--- config.mk ---
export PLATFORM = sky130hd
export DESIGN_NAME = loss_accum_flat
export DESIGN_NICKNAME = d
export VERILOG_FILES = /design/src/rtl/loss_accum_pkg.sv /design/src/rtl/loss_accum_if.sv /design/src/rtl/loss_accum.sv /design/src/flat_wrapper.sv
export SDC_FILE = /design/constraint.sdc
export NUM_CORES = 1
export LEC_CHECK = 0
export CAP_MARGIN = 40
export CELL_PAD_IN_SITES_DETAIL_PLACEMENT = 1
export CELL_PAD_IN_SITES_GLOBAL_PLACEMENT = 1
export CORE_ASPECT_RATIO = 1.2
export CORE_MARGIN = 2
export CORE_UTILIZATION = 30
export CTS_BUF_LIST = sky130_fd_sc_hd__clkbuf_8
export DETAILED_ROUTE_END_ITERATION = 10
export PLACE_DENSITY = 0.7
export SYNTH_ARGS = -nofsm -noshare
export SYNTH_HDL_FRONTEND = slang
export SYNTH_SLANG_ARGS = --single-unit
--- constraint.sdc ---
create_clock -name clk_i -period 3.3 [get_ports clk_i]
set_input_delay 0.66 -clock clk_i [delete_from_list [all_inputs] [get_ports clk_i]]
set_output_delay 0.66 -clock clk_i [all_outputs]
set_load 0.02 [all_outputs]
--- src/rtl/loss_accum_pkg.sv ---
// Shared training-pipeline constants and the loss accumulator state encoding.
package loss_accum_pkg;

  localparam int LOSS_W_DEF     = 42;
  localparam int BATCH_LOG2_DEF = 3;

  typedef enum logic [1:0] {
    IDLE  = 2'd0,
    ACCUM = 2'd1,
    DONE  = 2'd2
  } state_e;

endpackage

--- src/rtl/loss_accum_if.sv ---
// Sample/result bundle between the loss stage, loss_accum and the training controller.
// Optional max_o signal is present only when LOSS_ACCUM_MAX_EN is defined.
interface loss_accum_if
  import loss_accum_pkg::*;
#(
  parameter int LOSS_W     = LOSS_W_DEF,
  parameter int BATCH_LOG2 = BATCH_LOG2_DEF
);
  localparam int ACC_W = LOSS_W + BATCH_LOG2;

  logic                  start_i;
  logic                  loss_valid_i;
  logic [LOSS_W-1:0]     loss_i;
  logic                  busy_o;
  logic [BATCH_LOG2:0]   cnt_o;
  logic [ACC_W-1:0]      sum_o;
  logic [LOSS_W-1:0]     mean_o;
  logic                  done_o;
`ifdef LOSS_ACCUM_MAX_EN
  logic [LOSS_W-1:0]     max_o;

  modport master (output start_i, loss_valid_i, loss_i,
                  input  busy_o, cnt_o, sum_o, mean_o, done_o, max_o);
  modport slave  (input  start_i, loss_valid_i, loss_i,
                  output busy_o, cnt_o, sum_o, mean_o, done_o, max_o);
`else
  modport master (output start_i, loss_valid_i, loss_i,
                  input  busy_o, cnt_o, sum_o, mean_o, done_o);
  modport slave  (input  start_i, loss_valid_i, loss_i,
                  output busy_o, cnt_o, sum_o, mean_o, done_o);
`endif

endinterface

--- src/rtl/loss_accum.sv ---
// Accumulates a batch of 2^BATCH_LOG2 loss samples and reports sum, truncated mean and a done pulse.
// Define LOSS_ACCUM_MAX_EN to also report the largest sample of the batch on max_o.
module loss_accum
  import loss_accum_pkg::*;
#(
  parameter int LOSS_W     = LOSS_W_DEF,
  parameter int BATCH_LOG2 = BATCH_LOG2_DEF
) (
  input  logic         clk_i,
  input  logic         rst_i,
  loss_accum_if.slave  bus
);

  localparam int ACC_W = LOSS_W + BATCH_LOG2;
  localparam int CNT_W = BATCH_LOG2 + 1;
  localparam logic [CNT_W-1:0] LAST_CNT = CNT_W'((1 << BATCH_LOG2) - 1);

  state_e              state_q, state_d;
  logic [ACC_W-1:0]    acc_q, acc_d;
  logic [ACC_W-1:0]    sum_q, sum_d;
  logic [CNT_W-1:0]    cnt_q, cnt_d;
  logic [LOSS_W-1:0]   mean_q, mean_d;
  logic                done_q, done_d;
  logic                accept;
  logic                clear;

  // start wins over a same-cycle sample; samples only count while accumulating
  assign clear  = bus.start_i && (state_q == IDLE || state_q == ACCUM);
  assign accept = (state_q == ACCUM) && !bus.start_i && bus.loss_valid_i;

  always_ff @(posedge clk_i or negedge rst_i) begin
    if (!rst_i) state_q <= IDLE;
    else        state_q <= state_d;
  end

  always_comb begin
    state_d = state_q;
    unique case (state_q)
      IDLE:    if (bus.start_i) state_d = ACCUM;
      ACCUM:   if (accept && cnt_q == LAST_CNT) state_d = DONE;
      DONE:    state_d = IDLE;
      default: state_d = IDLE;
    endcase
  end

  always_comb begin
    acc_d  = acc_q;
    cnt_d  = cnt_q;
    sum_d  = sum_q;
    mean_d = mean_q;
    done_d = 1'b0;
    if (clear) begin
      acc_d = '0;
      cnt_d = '0;
    end else if (accept) begin
      acc_d = acc_q + {{BATCH_LOG2{1'b0}}, bus.loss_i};
      cnt_d = cnt_q + 1'b1;
    end
    if (state_q == DONE) begin
      sum_d  = acc_q;
      mean_d = acc_q[ACC_W-1:BATCH_LOG2];
      done_d = 1'b1;
    end
  end

  always_ff @(posedge clk_i or negedge rst_i) begin
    if (!rst_i) begin
      acc_q  <= '0;
      cnt_q  <= '0;
      sum_q  <= '0;
      mean_q <= '0;
      done_q <= 1'b0;
    end else begin
      acc_q  <= acc_d;
      cnt_q  <= cnt_d;
      sum_q  <= sum_d;
      mean_q <= mean_d;
      done_q <= done_d;
    end
  end

  assign bus.busy_o = (state_q == ACCUM) || (state_q == DONE);
  assign bus.cnt_o  = cnt_q;
  assign bus.sum_o  = sum_q;
  assign bus.mean_o = mean_q;
  assign bus.done_o = done_q;

`ifdef LOSS_ACCUM_MAX_EN
  logic [LOSS_W-1:0] run_max_q, run_max_d;
  logic [LOSS_W-1:0] max_q, max_d;

  always_comb begin
    run_max_d = run_max_q;
    max_d     = max_q;
    if (clear)
      run_max_d = '0;
    else if (accept && bus.loss_i > run_max_q)
      run_max_d = bus.loss_i;
    if (state_q == DONE)
      max_d = run_max_q;
  end

  always_ff @(posedge clk_i or negedge rst_i) begin
    if (!rst_i) begin
      run_max_q <= '0;
      max_q     <= '0;
    end else begin
      run_max_q <= run_max_d;
      max_q     <= max_d;
    end
  end

  assign bus.max_o = max_q;
`endif

endmodule

--- src/flat_wrapper.sv ---
// flat-port wrapper written by rule: the top's interface ports become plain ports
module loss_accum_flat import loss_accum_pkg::*;
#(
  parameter int LOSS_W     = LOSS_W_DEF,
  parameter int BATCH_LOG2 = BATCH_LOG2_DEF
)
  (clk_i, rst_i, bus_start_i, bus_loss_valid_i, bus_loss_i, bus_busy_o, bus_cnt_o, bus_sum_o, bus_mean_o, bus_done_o);
  loss_accum_if #(.LOSS_W(LOSS_W), .BATCH_LOG2(BATCH_LOG2)) bus_i ();
  input  logic clk_i;
  input  logic rst_i;
  input wire logic [$bits(bus_i.start_i)-1:0] bus_start_i;
  input wire logic [$bits(bus_i.loss_valid_i)-1:0] bus_loss_valid_i;
  input wire logic [$bits(bus_i.loss_i)-1:0] bus_loss_i;
  output wire logic [$bits(bus_i.busy_o)-1:0] bus_busy_o;
  output wire logic [$bits(bus_i.cnt_o)-1:0] bus_cnt_o;
  output wire logic [$bits(bus_i.sum_o)-1:0] bus_sum_o;
  output wire logic [$bits(bus_i.mean_o)-1:0] bus_mean_o;
  output wire logic [$bits(bus_i.done_o)-1:0] bus_done_o;
  assign bus_i.start_i = bus_start_i;
  assign bus_i.loss_valid_i = bus_loss_valid_i;
  assign bus_i.loss_i = bus_loss_i;
  assign bus_busy_o = bus_i.busy_o;
  assign bus_cnt_o = bus_i.cnt_o;
  assign bus_sum_o = bus_i.sum_o;
  assign bus_mean_o = bus_i.mean_o;
  assign bus_done_o = bus_i.done_o;
  loss_accum #(.LOSS_W(LOSS_W), .BATCH_LOG2(BATCH_LOG2)) u_core (.clk_i(clk_i), .rst_i(rst_i), .bus(bus_i));
endmodule
Word level (Yosys, flattened, before mapping)

Index checks and enable logic that the tools add are counted.
W data, S select, Z words.

Register bits: 139
Input bits: 46
Word-level logic and storage cells: 31

Add/subtract/negate cells: 2
Equality and inequality tests: 5
Mux-type cells: 8
Reduce and logical (&&, ||, !) cells: 10

Operators with widths:

| kind                  | number |
|---|---|
| $mux W45              | 2 |
| $add A45 B42 Y45      | 1 |
| $mux W4               | 2 |
| $add A4 B1 Y4 const B | 1 |
| $eq A4 B3 Y1 const B  | 1 |
| $logic_and A1 B1 Y1   | 4 |
| $mux W2               | 2 |
| $ne A2 B2 Y1 const B  | 2 |
| $pmux W2 S2           | 1 |
| $eq A2 B1 Y1 const B  | 1 |
| $eq A2 B2 Y1 const B  | 1 |
| $logic_not A2 Y1      | 1 |
| $logic_or A1 B1 Y1    | 2 |
| $reduce_and A2 Y1     | 1 |
| $reduce_bool A2 Y1    | 1 |
| $logic_not A1 Y1      | 1 |
| $mux W1               | 1 |

Longest topological paths before layout

Gate-level depths: netlist of run 1.

Depth in word-level cells: 6
Depth in mapped cells: 11
Depth with buffers taken out: 11

Least setup slack after synthesis of run 1

Ideal clock, no wire load.

Path kind: input-to-reg
Start point: in bus_loss_i[0]
End point: reg u_core.acc_q[30]
Setup time: 131 ps
Arrival: 3033 ps
Path slack: 136 ps
Stages on the path: 11
Buffers on the path: 0
Cell sequence: ha_1 fa_1 a211o_1 a211o_1 a41o_1 a21o_1 a21oi_2 o21ai_2 a211oi_2 xor2_1 o21ai_1

Cells in the longest elaborated chain, start to end: 3

Ends and longest elaborated chain:

| item                 | line               | RTL |
|---|---|---|
| from (decl)          | flat_wrapper.sv:13 | `input wire logic [$bits(bus_i.loss_i)-1:0] bus_loss_i;` |
| $add A45 B42 Y45     | loss_accum.sv:56   | `acc_d = acc_q + {{BATCH_LOG2{1'b0}}, bus.loss_i};` |
| $mux W45             | loss_accum.sv:55   | `end else if (accept) begin` |
| $mux W45             | loss_accum.sv:52   | `if (clear) begin` |
| to (signal assigned) | loss_accum.sv:68   | `acc_q <= '0;` |
| to (signal assigned) | loss_accum.sv:74   | `acc_q <= acc_d;` |
| to (decl)            | loss_accum.sv:19   | `logic [ACC_W-1:0] acc_q, acc_d;` |

No other way between the ends. The select of a mux whose other input is x is not followed.
A chain may end at the register's enable or synchronous reset.

Worst setup path in the final report of run 1

Start point: in bus_loss_i[2]
End point: reg u_core.acc_q[38]

The elaborated chain is that of the path after synthesis.

==> run_results.csv, run 1 <==
group,metric,value,unit
clock_network,cts_tree,"done",
logic_synthesis,syn_inst,663,
global_routing,grt_overflow,0,
sta,fmax,0.324,GHz
clock_network,cts_root_buf,"clkbuf_8",
routing,drt-total-wl,17.5,mm
routing,firstDrtPassIters,5,
cells_and_area,diodes,0,
critical_path,worstPathRequired,3.60,ns
sta,slew_headroom,0.544,
floorplanning,core,20800,um^2
floorplanning,die_x,136,um
floorplanning,rows,58,
sta,finClkSkew,0.0127,ns
logic_synthesis,synth.largest_area_cell,"dfrtp_1",
clock_network,cts.clk_slew.worst_paths,0.10,ns
power,powerDensity,607,nW/um^2
critical_path,endpoint_kind,"flop",
cells_and_area,area_growth_syn_to_layout,34.4,%
critical_path,crit_fanout,4,
logic_synthesis,yosys_warnings,0,
cells_and_area,drive_gt1_frac,0.185,
routing,num_vias,5376,
clock_network,cts_num_sinks,97,
power,vdd_drop_max,275,uV
global_routing,grt_pass1_vias,5805,
run,cap_violations,0,
routing,drc,0,
logic_synthesis,synth-async-reset-ratio,1.00,
routing,routedWlPerCell,15.9,um
placed_design,preCtsSetupSlack,-0.556,ns
logic_synthesis,syn_area,6290,um^2
logic_synthesis,syn_area_per_cell,9.49,um^2
logic_synthesis,synth_edf_count,0,
critical_path,criticalPathCategory,"in -> reg",
sta,fin_tns_setup,0,ns
logic_synthesis,synthTopCellsByArea,"dfrtp_1 39%, ha_1 9.3%, mux2_2 8.1%",
floorplanning,initial_core_util,0.303,
floorplanning,dieArea,22200,um^2
critical_path,cp.arrival,3.38,ns
sta,fin_crit_sh,0.935,
outcome,status,"finished, final reports clean",
critical_path,startpoint_type,"primary input",
floorplanning,io_pins,139,
clock_network,cts_max_level,3,
routing,vias_per_cell,4.89,
global_routing,track_usage,0.166,
sta,setup_ws,0.214,ns
sta,period_needed,3.09,ns
power,power.leakage,3.96,nW
routing,ant_nets,0,
power,finalPower,5.13,mW
cells_and_area,nets,918,
clock_network,clockBufferDepth,2,
sta,finalHoldViolations,0,
routing,first_iter_violations,139,
logic_synthesis,synth-seq-area-share,0.386,
global_routing,grt_antenna_before_repair,0,
logic_synthesis,ys_seq_elements,97,
clock_network,postCtsHoldBufs,0,
floorplanning,die_y,163,um
clock_network,cts_buffers,9,
sta,tightest_slew,0.684,ns
logic_synthesis,synth.net_count,757,
hold_path,min_path_type,"in -> async",
logic_synthesis,synthFlopType,"dfrtp_1",
logic_synthesis,ys_types,56,
sta,finalSetupViolCount,0,
global_routing,grt_first_pass_wirelength,29.3,mm
logic_synthesis,synth_top_area_frac,0.386,
placed_design,gp_congestion,0.875,
placed_design,dp_hpwl,13.7,mm
clock_network,clock_latency,0.39,ns
sta,rsz0062_at_grt,"no",
sta,drv_slew,0,
global_routing,grt_max_degree,51,
placed_design,port_buffers,138,
## what timing repair did
item	in CTS	in global routing
setup buffers	1	3
pin swaps	5	9
setup endpoints to repair	6	6
gates resized for setup	3	3
## cells in the final DEF (no fill, tap or decap), types with 4 or more instances in the layout
cell and instances:
clkdlybuf4s50_1 135, dfrtp_1 97, nand2_1 78, buf_4 78
o21ai_0 50, a21oi_1 48, mux2_2 45, ha_1 45
nor2_1 29, a21o_1 24, xnor2_1 22, xor2_1 20
o21ai_1 17, nand4_1 12, inv_1 11, clkbuf_8 9
a211oi_1 7, nand3_1 7, o21a_1 6, a31oi_1 6
o21bai_1 5, or3_1 5, nor3_1 4, and2_1 4
nand2b_1 4, and3_1 4
## report_power, final
group          switching (mW)  internal (mW)  total, mW  leakage, nW
logic                    1.43           1.25       2.68         2.52
clock network           0.459          0.427      0.886        0.107
registers               0.183           1.38       1.57         1.33
## path summary, 6_finish.rpt
kind                                         startpoint                           end  slack (ns)  cells past startpoint
max                                       bus_loss_i[2]  u_core.acc_q[38]$_DFFE_PN0P_        0.21                     11
min                                               rst_i  u_core.acc_q[35]$_DFFE_PN0P_        0.28                      1
max reg2reg                 u_core.acc_q[0]$_DFFE_PN0P_  u_core.acc_q[38]$_DFFE_PN0P_        0.24                     11
min reg2reg                u_core.acc_q[17]$_DFFE_PN0P_  u_core.acc_q[17]$_DFFE_PN0P_        0.52                      2
max in group asynchronous                         rst_i   u_core.acc_q[8]$_DFFE_PN0P_        2.33                      2
min in group clk_i         u_core.acc_q[17]$_DFFE_PN0P_  u_core.acc_q[17]$_DFFE_PN0P_        0.52                      2
## cell type report
cell class              instances  area [um^2]
clock buffers                   9          124
flip-flops and latches         97         2430
fillers                      2416        12300
well taps                     270          338
clock inverters                 7         96.3
multi-input cells             489         3440
repair buffers                217         2000
inverters                      10         37.5
## state kept, by name (all words and copies together) (netlist names)
register and flops:
u_core.bus.done_o 1, u_core.acc_q 45, u_core.bus.mean_o 41, u_core.state_q 2, u_core.bus.sum_o 4, u_core.bus.cnt_o 4
## Yosys cell counts (2+ instances only)
master,count
xnor2_1,22
o21a_1,6
o2111ai_1,2
o21bai_1,5
nand2_1,78
inv_1,10
nand4_1,12
a21oi_1,48
nor2_1,30
nor3_1,4
xor2_1,20
ha_1,47
nand2b_1,4
a31oi_1,6
and2_1,4
a211oi_1,7
and4_1,2
nor4_1,3
or3_1,5
or2_2,2
o211ai_1,3
a211o_1,3
nor2b_1,2
and3_1,4
o21ai_0,50
buf_4,42
a22o_1,3
a21oi_2,2
a21o_1,24
clkbuf_1,24
o21ai_1,17
mux2_2,45
nand3_1,7
dfrtp_1,97
a32o_1,2
## layer usage
layer / global-route usage / vias up / wire length (um)
li1: - / 2662 / -
met1: 0.206 / 2622 / 7730
met2: 0.299 / 80 / 8980
met3: 0.0177 / 12 / 510
met4: 0.0526 / 0 / 252
met5: 0 / - / 0
## logic make-up after synthesis
| kind of cell | after synthesis | share of synthesized area |
|---|---|---|
| muxes | 45 | 0.0805 |
| DFF | 97 | 0.386 |
| adders and majority gates | 48 | 0.0966 |
| buffers and inverters | 77 | 0.0712 |
| AOI/OAI and AO/OA | 194 | 0.192 |
| and+or+nand+nor | 160 | 0.116 |
| xor gates and xnor gates | 42 | 0.0584 |
## critical path, stage by stage
cell and delay (ns):
clkdlybuf4s50_1 0.41, ha_1 0.33, a211o_1 0.30, a211o_1 0.38, o2bb2ai_2 0.16, o211ai_1 0.17
nand2_1 0.13, o21ai_1 0.16, a21boi_1 0.10, or3_1 0.38, a32o_1 0.22
## through the flow
stage                util  hold slack, ns  cell area [um^2]  cells
floorplan               -           0.364              6290    663
global placement    0.394           0.491              8170   1078
detailed placement  0.395           0.496              8190   1079
CTS                 0.406           0.312              8430   1096
global route        0.408           0.351              8460   1099
finish              0.408           0.279              8460   1099
(Power assumes the default switching activity.)
==> run 2, diff against run 1 <==
- CORE_ASPECT_RATIO: 1.2 -> not set
==> run 2 against run 1 <==
Against the previous run:
- flip-flop and latch count unchanged
- setup slack lost 0.095 ns
- non-clock buffer count up 13
- clock skew increased by 0.0017 ns
- die area hardly changed
- cell count rose by 1.2%
- power rose by 2.2%
- largest power group unchanged
==> run_results.csv, run 2 (synthesized netlist as in run 1, its figures left out) <==
group,metric,value,unit
sta,period_needed,3.18,ns
clock_network,cts.clk_slew.worst_paths,0.11,ns
placed_design,dp_cells,1094,
run,cap_violations,0,
sta,drv_slew,0,
critical_path,cp.arrival,3.47,ns
routing,ant_nets,0,
clock_network,cts_buffers,9,
outcome,status,"finished, final reports clean",
global_routing,use_met3,0.0251,
sta,finalHoldViolations,0,
floorplanning,die_x,149,um
cells_and_area,fin_util,0.423,
cells_and_area,diodes,0,
global_routing,grt_antenna_before_repair,0,
global_routing,grt_first_pass_wirelength,30.3,mm
routing,first_iter_violations,203,
placed_design,port_buffers,138,
floorplanning,dieArea,22200,um^2
power,power.leakage,4.03,nW
placed_design,gp_congestion,0.847,
routing,num_vias,5520,
critical_path,cp_slowest_cell,"clkdlybuf4s50_1",
global_routing,track_usage,0.171,
global_routing,use_met2,0.284,
clock_network,clockBufferDepth,2,
global_routing,grt_busiest_layer,"met2",
power,powerDensity,607,nW/um^2
sta,finClkSkew,0.0144,ns
floorplanning,initial_core_util,0.308,
routing,drc,0,
sta,fmax,0.314,GHz
cells_and_area,layout_common_cells,"135 x clkdlybuf4s50_1, 97 x dfrtp_1, 89 x buf_4, 77 x nand2_1, 50 x o21ai_0",
global_routing,grt_overflow,0,
cells_and_area,mostFrequentLayoutCell,"clkdlybuf4s50_1",
sta,hold_slack,0.231,ns
critical_path,crit_chain,"clkdlybuf4s50_1 -> ha_1 -> a211o_1 -> a211o_4 -> o2bb2ai_4 -> o211ai_1 -> nand2_2 -> o21ai_2 -> a21boi_2 -> or3_1 -> a32o_1",
sta,tightest_slew,0.697,ns
cells_and_area,largest_reg_flops,45,
sta,fin_crit_sh,0.964,
cells_and_area,largest_register,"u_core.acc_q",
power,vdd_drop_max,212,uV
critical_path,slowest_delay,0.42,ns
global_routing,grt_max_degree,62,
sta,finalSetupViolCount,0,
hold_path,min_path_type,"in -> async",
routing,routedWlPerCell,16.3,um
clock_network,clock_latency,0.39,ns
cells_and_area,fin_cells,1112,
routing,drt-total-wl,18.1,mm
critical_path,endpoint_kind,"flop",
critical_path,criticalPathCategory,"in -> reg",
clock_network,cts_num_sinks,97,
sta,rsz0062_at_grt,"yes",
cells_and_area,drive_gt1_frac,0.203,
clock_network,postCtsHoldBufs,0,
critical_path,worstPathRequired,3.59,ns
floorplanning,die_y,149,um
floorplanning,io_pins,139,
floorplanning,core,20400,um^2
routing,firstDrtPassIters,6,
clock_network,cts_tree,"done",
floorplanning,rows,52,
global_routing,grt_pass1_vias,5915,
placed_design,dp_hpwl,13.9,mm
global_routing,grt_use_met1,0.228,
cells_and_area,area_growth_syn_to_layout,37.3,%
critical_path,startpoint_type,"primary input",
clock_network,cts_max_level,3,
critical_path,crit_fanout,4,
clock_network,cts_root_buf,"clkbuf_8",
sta,slew_headroom,0.536,
cells_and_area,nets,931,
power,finalPower,5.25,mW
routing,vias_per_cell,4.96,
[run 2: cell count changes in the layout (fill, tap and decap cells not counted), sizes merged]
cell	previous run	this run
buf	80	93
bufinv	2	1
clkbuf	9	10
clkinv	2	3
inv	11	10
[run 2: path summary, 6_finish.rpt]
path	startpoint	to	slack (ns)	depth (start not counted)
worst min-delay path	rst_i	u_core.bus.cnt_o[2]$_DFFE_PN0P_	0.23	2
worst max register to register	u_core.acc_q[0]$_DFFE_PN0P_	u_core.acc_q[38]$_DFFE_PN0P_	0.14	11
worst max-delay path	bus_loss_i[2]	u_core.acc_q[38]$_DFFE_PN0P_	0.12	11
max in group asynchronous	rst_i	u_core.acc_q[13]$_DFFE_PN0P_	2.53	3
worst min register to register	u_core.acc_q[17]$_DFFE_PN0P_	u_core.acc_q[17]$_DFFE_PN0P_	0.53	2
min in group clk_i	u_core.acc_q[17]$_DFFE_PN0P_	u_core.acc_q[17]$_DFFE_PN0P_	0.53	2
[run 2: repair_timing]
action,CTS,global route
pin swaps,8,9
resized for setup,3,11
endpoints found under the setup margin,6,6
cloned,0,0
buffers inserted,1,1
[run 2: critical path: cells and delay by family]
kind	cells	cell delay, ns
simple gates	2	0.49
fa+ha+maj	1	0.32
buf+inv	1	0.42
compound gates	7	1.56
[run 2: area by class of cell]
cell class	instances	area (um^2)
flip-flops and latches	97	2430
inverters	10	37.5
clock buffers	10	138
clock inverters	6	67.6
fillers	2346	11800
repair buffers	230	2140
well taps	270	338
multi-input cells	489	3500
[run 2: where the power goes]
part | switching (mW) | internal, mW | total (mW)
clock | 0.459 | 0.373 | 0.831
sequential | 0.186 | 1.38 | 1.57
combinational | 1.50 | 1.35 | 2.85
total | 2.14 | 3.10 | 5.25
[run 2: per-layer routing]
layer  wire length [um]  part of all wire  up-vias
met4                384             0.021        0
met5                  0                 0        -
met3                653             0.036       20
met1               8490              0.47     2703
met2               8610              0.47      112
li1                   -                 -     2685
[run 2: stage by stage]
step / worst slack (ns) / cell area (um^2) / TNS (ns)
2_1_floorplan: 0.136 / 6290 / 0
3_3_place_gp: -0.505 / 8290 / -5.82
3_5_place_dp: -0.578 / 8350 / -6.69
4_1_cts: 0.000838 / 8570 / 0
5_1_grt: -0.0120 / 8640 / -0.0120
6_report: 0.119 / 8640 / 0
==> run 3, diff against run 2 <==
- MAX_ROUTING_LAYER: not set -> met4
==> run 3 against run 2 <==
Against the previous run:
- utilization unchanged
- global-route usage increased by 0.50 points
- clock skew hardly changed
- wire length increased by 0.18%
- count of clock-buffer cells in the layout is the same
- register-to-register slack about the same
- final area did not move
==> run_results.csv, run 3 (synthesized netlist as in run 1, its figures left out) <==
group,metric,value,unit
outcome,status,"finished, final reports clean",
clock_network,cts_max_level,3,
cells_and_area,drive_gt1_frac,0.203,
global_routing,track_usage,0.175,
global_routing,grt_antenna_before_repair,0,
power,power.leakage,4.03,nW
floorplanning,io_pins,139,
cells_and_area,nets,931,
placed_design,dpl-instance-area,8350,um^2
cells_and_area,largest_reg_flops,45,
floorplanning,core,20400,um^2
global_routing,grt_pass1_vias,5922,
global_routing,grt_first_pass_wirelength,30.3,mm
sta,rsz0062_at_grt,"yes",
clock_network,cts_num_sinks,97,
clock_network,cts.clk_slew.worst_paths,0.11,ns
critical_path,crit_fanout,4,
power,finalPower,5.25,mW
clock_network,cts_tree,"done",
critical_path,criticalPathCategory,"in -> reg",
clock_network,postCtsHoldBufs,0,
sta,fin_tns_setup,0,ns
sta,fmax,0.314,GHz
global_routing,grt_overflow,0,
routing,drt-total-wl,18.2,mm
routing,routedWlPerCell,16.3,um
routing,first_iter_violations,222,
cells_and_area,regArea,2430,um^2
floorplanning,rows,52,
placed_design,gp_congestion,0.861,
power,vdd_drop_max,211,uV
routing,firstDrtPassIters,4,
sta,slew_headroom,0.535,
sta,finalHoldViolations,0,
floorplanning,die_x,149,um
cells_and_area,fin_util,0.423,
cells_and_area,mostFrequentLayoutCell,"clkdlybuf4s50_1",
sta,drv_slew,0,
global_routing,grt_max_degree,62,
sta,finalSetupViolCount,0,
power,powerDensity,607,nW/um^2
clock_network,cts_buffers,9,
routing,ant_nets,0,
cells_and_area,layout_common_cells,"135 x clkdlybuf4s50_1, 97 x dfrtp_1, 89 x buf_4, 77 x nand2_1, 50 x o21ai_0",
sta,period_needed,3.18,ns
cells_and_area,fillers,2346,
floorplanning,dieArea,22200,um^2
cells_and_area,multiInputGateArea,3500,um^2
routing,num_vias,5513,
cells_and_area,largest_register,"u_core.acc_q",
sta,tightest_slew,0.698,ns
cells_and_area,area_growth_syn_to_layout,37.3,%
cells_and_area,diodes,0,
critical_path,endpoint_kind,"flop",
routing,drc,0,
sta,finClkSkew,0.0142,ns
cells_and_area,stdcell_area,8640,um^2
hold_path,min_path_type,"in -> async",
placed_design,port_buffers,138,
critical_path,startpoint_type,"primary input",
floorplanning,initial_core_util,0.308,
clock_network,cts_root_buf,"clkbuf_8",
placed_design,dp_hpwl,13.9,mm
floorplanning,die_y,149,um
clock_network,clockBufferDepth,2,
critical_path,worstPathRequired,3.59,ns
clock_network,clock_latency,0.39,ns
routing,vias_per_cell,4.96,
critical_path,cp.arrival,3.47,ns
run,cap_violations,0,
sta,fin_crit_sh,0.964,
## run 3: area by class of cell
class                      instances  area share
clock buffer                      10      0.0159
clock inverter                     6     0.00782
inverter                          10     0.00434
multi-input combinational        489       0.404
sequential                        97       0.281
tap                              270      0.0391
timing repair buffer             230       0.248
## run 3: timing repair
item                       4_1_cts  5_1_grt
buffers inserted                 1        1
cloned                           0        0
pin swaps                        8        9
resized for setup                3       11
setup endpoints to repair        6        6
hold endpoints to repair         0        0
## run 3: path summary, 6_finish.rpt
kind	startpoint	endpoint	slack, ns	cells past startpoint
setup / recovery	bus_loss_i[2]	u_core.acc_q[38]$_DFFE_PN0P_	0.12	11
hold / removal	rst_i	u_core.bus.cnt_o[2]$_DFFE_PN0P_	0.23	2
setup reg to reg	u_core.acc_q[0]$_DFFE_PN0P_	u_core.acc_q[38]$_DFFE_PN0P_	0.14	11
hold reg to reg	u_core.acc_q[17]$_DFFE_PN0P_	u_core.acc_q[17]$_DFFE_PN0P_	0.53	2
max in group asynchronous	rst_i	u_core.bus.mean_o[17]$_DFFE_PN0P_	2.54	3
min in group clk_i	u_core.acc_q[17]$_DFFE_PN0P_	u_core.acc_q[17]$_DFFE_PN0P_	0.53	2
## run 3: routing by layer
layer / global-route usage / vias up / wire length [um]
met5: - / - / 0
met4: 0.0571 / 0 / 344
met3: 0.0242 / 20 / 605
met2: 0.284 / 106 / 8660
met1: 0.228 / 2703 / 8560
li1: - / 2684 / -
## run 3: stage by stage
step	cells	setup slack (ns)	hold WS, ns
after CTS	1111	0.000838	0.246
after global placement	1092	-0.505	0.493
after global routing	1112	-0.0120	0.254
final	1112	0.119	0.231
after detailed placement	1094	-0.578	0.501
after floorplan	663	0.136	0.364
## run 3: worst max-delay path, cell delays in order
cell             delay [ns]
clkdlybuf4s50_1        0.42
ha_1                   0.32
a211o_1                0.33
a211o_4                0.38
o2bb2ai_4              0.15
o211ai_1               0.23
nand2_2                0.12
o21ai_2                0.17
a21boi_2               0.08
or3_1                  0.37
a32o_1                 0.22
## run 3: power breakdown
part	switching, mW	internal [mW]	total (mW)
registers	0.186	1.38	1.57
logic	1.50	1.35	2.85
clock network	0.459	0.373	0.831
total	2.15	3.10	5.25
==> edit, RTL diff (config.mk and constraints of run 1) <==
Set the package constant `LOSS_W_DEF` to 38 (it was 42).
--- a/src/rtl/loss_accum_pkg.sv
+++ b/src/rtl/loss_accum_pkg.sv
@@ -3,3 +3,3 @@
 
-  localparam int LOSS_W_DEF     = 42;
+  localparam int LOSS_W_DEF     = 38;
   localparam int BATCH_LOG2_DEF = 3;
Interface: changed (resized bus_loss_i, bus_mean_o and bus_sum_o); port bits go from 139 to 127. The function was not compared with the original's and may differ.
==> edit against run 1 <==
Clock skew is 0.0042 ns lower; area after synthesis is 6.9% lower; final area decreased by 10%; sequential cell count down 8; power is 2.0% lower; clock power down 15%; wire length rose by 1.2%; worst setup slack better by 0.057 ns; critical path type unchanged; largest power group unchanged.
==> edit: results (changes against run 1) <==
clocking:
  cts_setup_buffers: 0  # -1
  cts_resized: 0  # -3
finish:
  nNetsFinal: 812  # -12%
  final_cell_count_no_fill: 991  # -9.8%
  filler_cell_count: 2235  # -7.5%
pwr:
  leakage_nw: 3.40  # -14%
  vdd_drop_max_mv: 0.205  # -26%
  switching_power_mw: 2.18  # +5.4%
sta:
  skew_ns: 0.00841  # -0.00425 ns
  maxSlewHeadroom: 0.427  # -0.117
synthesis:
  synth.distinct_cells: 61  # +8.9%
  synth_nets: 695  # -8.2%
status:
  outcome: "finished clean"
route:
  met3_length_um: 479  # -6.1%
  routed_wl_um: 17700  # +1.2%
  viasPerCell: 5.06  # +3.5%
  firstDrtPassIters: 4  # -1
grt:
  grt_use_met2: 0.325  # +0.0266
  grt_max_degree: 49  # -3.9%
  grt_use_total: 0.173  # +0.00691
  use_met3: 0.0258  # +0.00802
  grt.met1_usage: 0.197  # -0.00867
placement:
  dpl.hpwl_um: 13600  # -0.52%
  dpl_worst_slack_ns: -0.156  # +0.400 ns
  gp_congestion: 0.893  # +2.0%
  dp_cells: 976  # -9.5%
  placedInstanceArea_um2: 7410  # -9.5%
[edit: cell count changes in the layout (fill, tap and decap cells not counted), sizes merged, moves of 5 or more]
cell,change
buf,-35
o21ai,-15
nand2,-13
a21o,-11
clkdlybuf4s50,-10
dfrtp,-8
nor2,-8
inv,+5
[edit: power by group through the flow]
stage,clock [mW],sequential (mW),combinational (mW)
after global routing,0.815,1.54,3.07
final,0.750,1.51,2.77
after floorplan,0,1.45,1.84
after CTS,0.776,1.51,2.79
after detailed placement,0,1.53,2.76
after global placement,0,1.52,2.67
[edit: cells by family after synthesis]
| family | after synthesis | share of synthesized area |
|---|---|---|
| AOI/OAI and AO/OA | 178 | 0.199 |
| xor gates and xnor gates | 37 | 0.0553 |
| adders and majority gates | 44 | 0.0953 |
| buffers and inverters | 79 | 0.0767 |
| DFF | 89 | 0.380 |
| muxes | 44 | 0.0839 |
| and+or+nand+nor | 138 | 0.109 |
[edit: worst paths after layout]
check / from / endpoint / slack (ns) / depth (start not counted)
max in group asynchronous: rst_i / u_core.acc_q[29] / 2.33 / 2
worst max-delay path: bus_loss_i[0] / u_core.acc_q[36] / 0.27 / 11
worst min-delay path: rst_i / u_core.bus.mean_o[2] / 0.28 / 1
min in group clk_i: u_core.acc_q[40] / u_core.acc_q[40] / 0.49 / 1
worst min register to register: u_core.acc_q[40] / u_core.acc_q[40] / 0.49 / 1
worst max register to register: u_core.acc_q[0] / u_core.acc_q[36] / 0.56 / 10
[edit: layout make-up]
class                           count  area, µm²  area share
Sequential cell                    89       2230       0.293
Tap cell                          261        327      0.0430
Inverter                           15       56.3     0.00742
Timing Repair Buffer              170       1610       0.213
Clock buffer                       12        165      0.0218
Clock inverter                      3       16.3     0.00214
Multi-Input combinational cell    441       3190       0.420
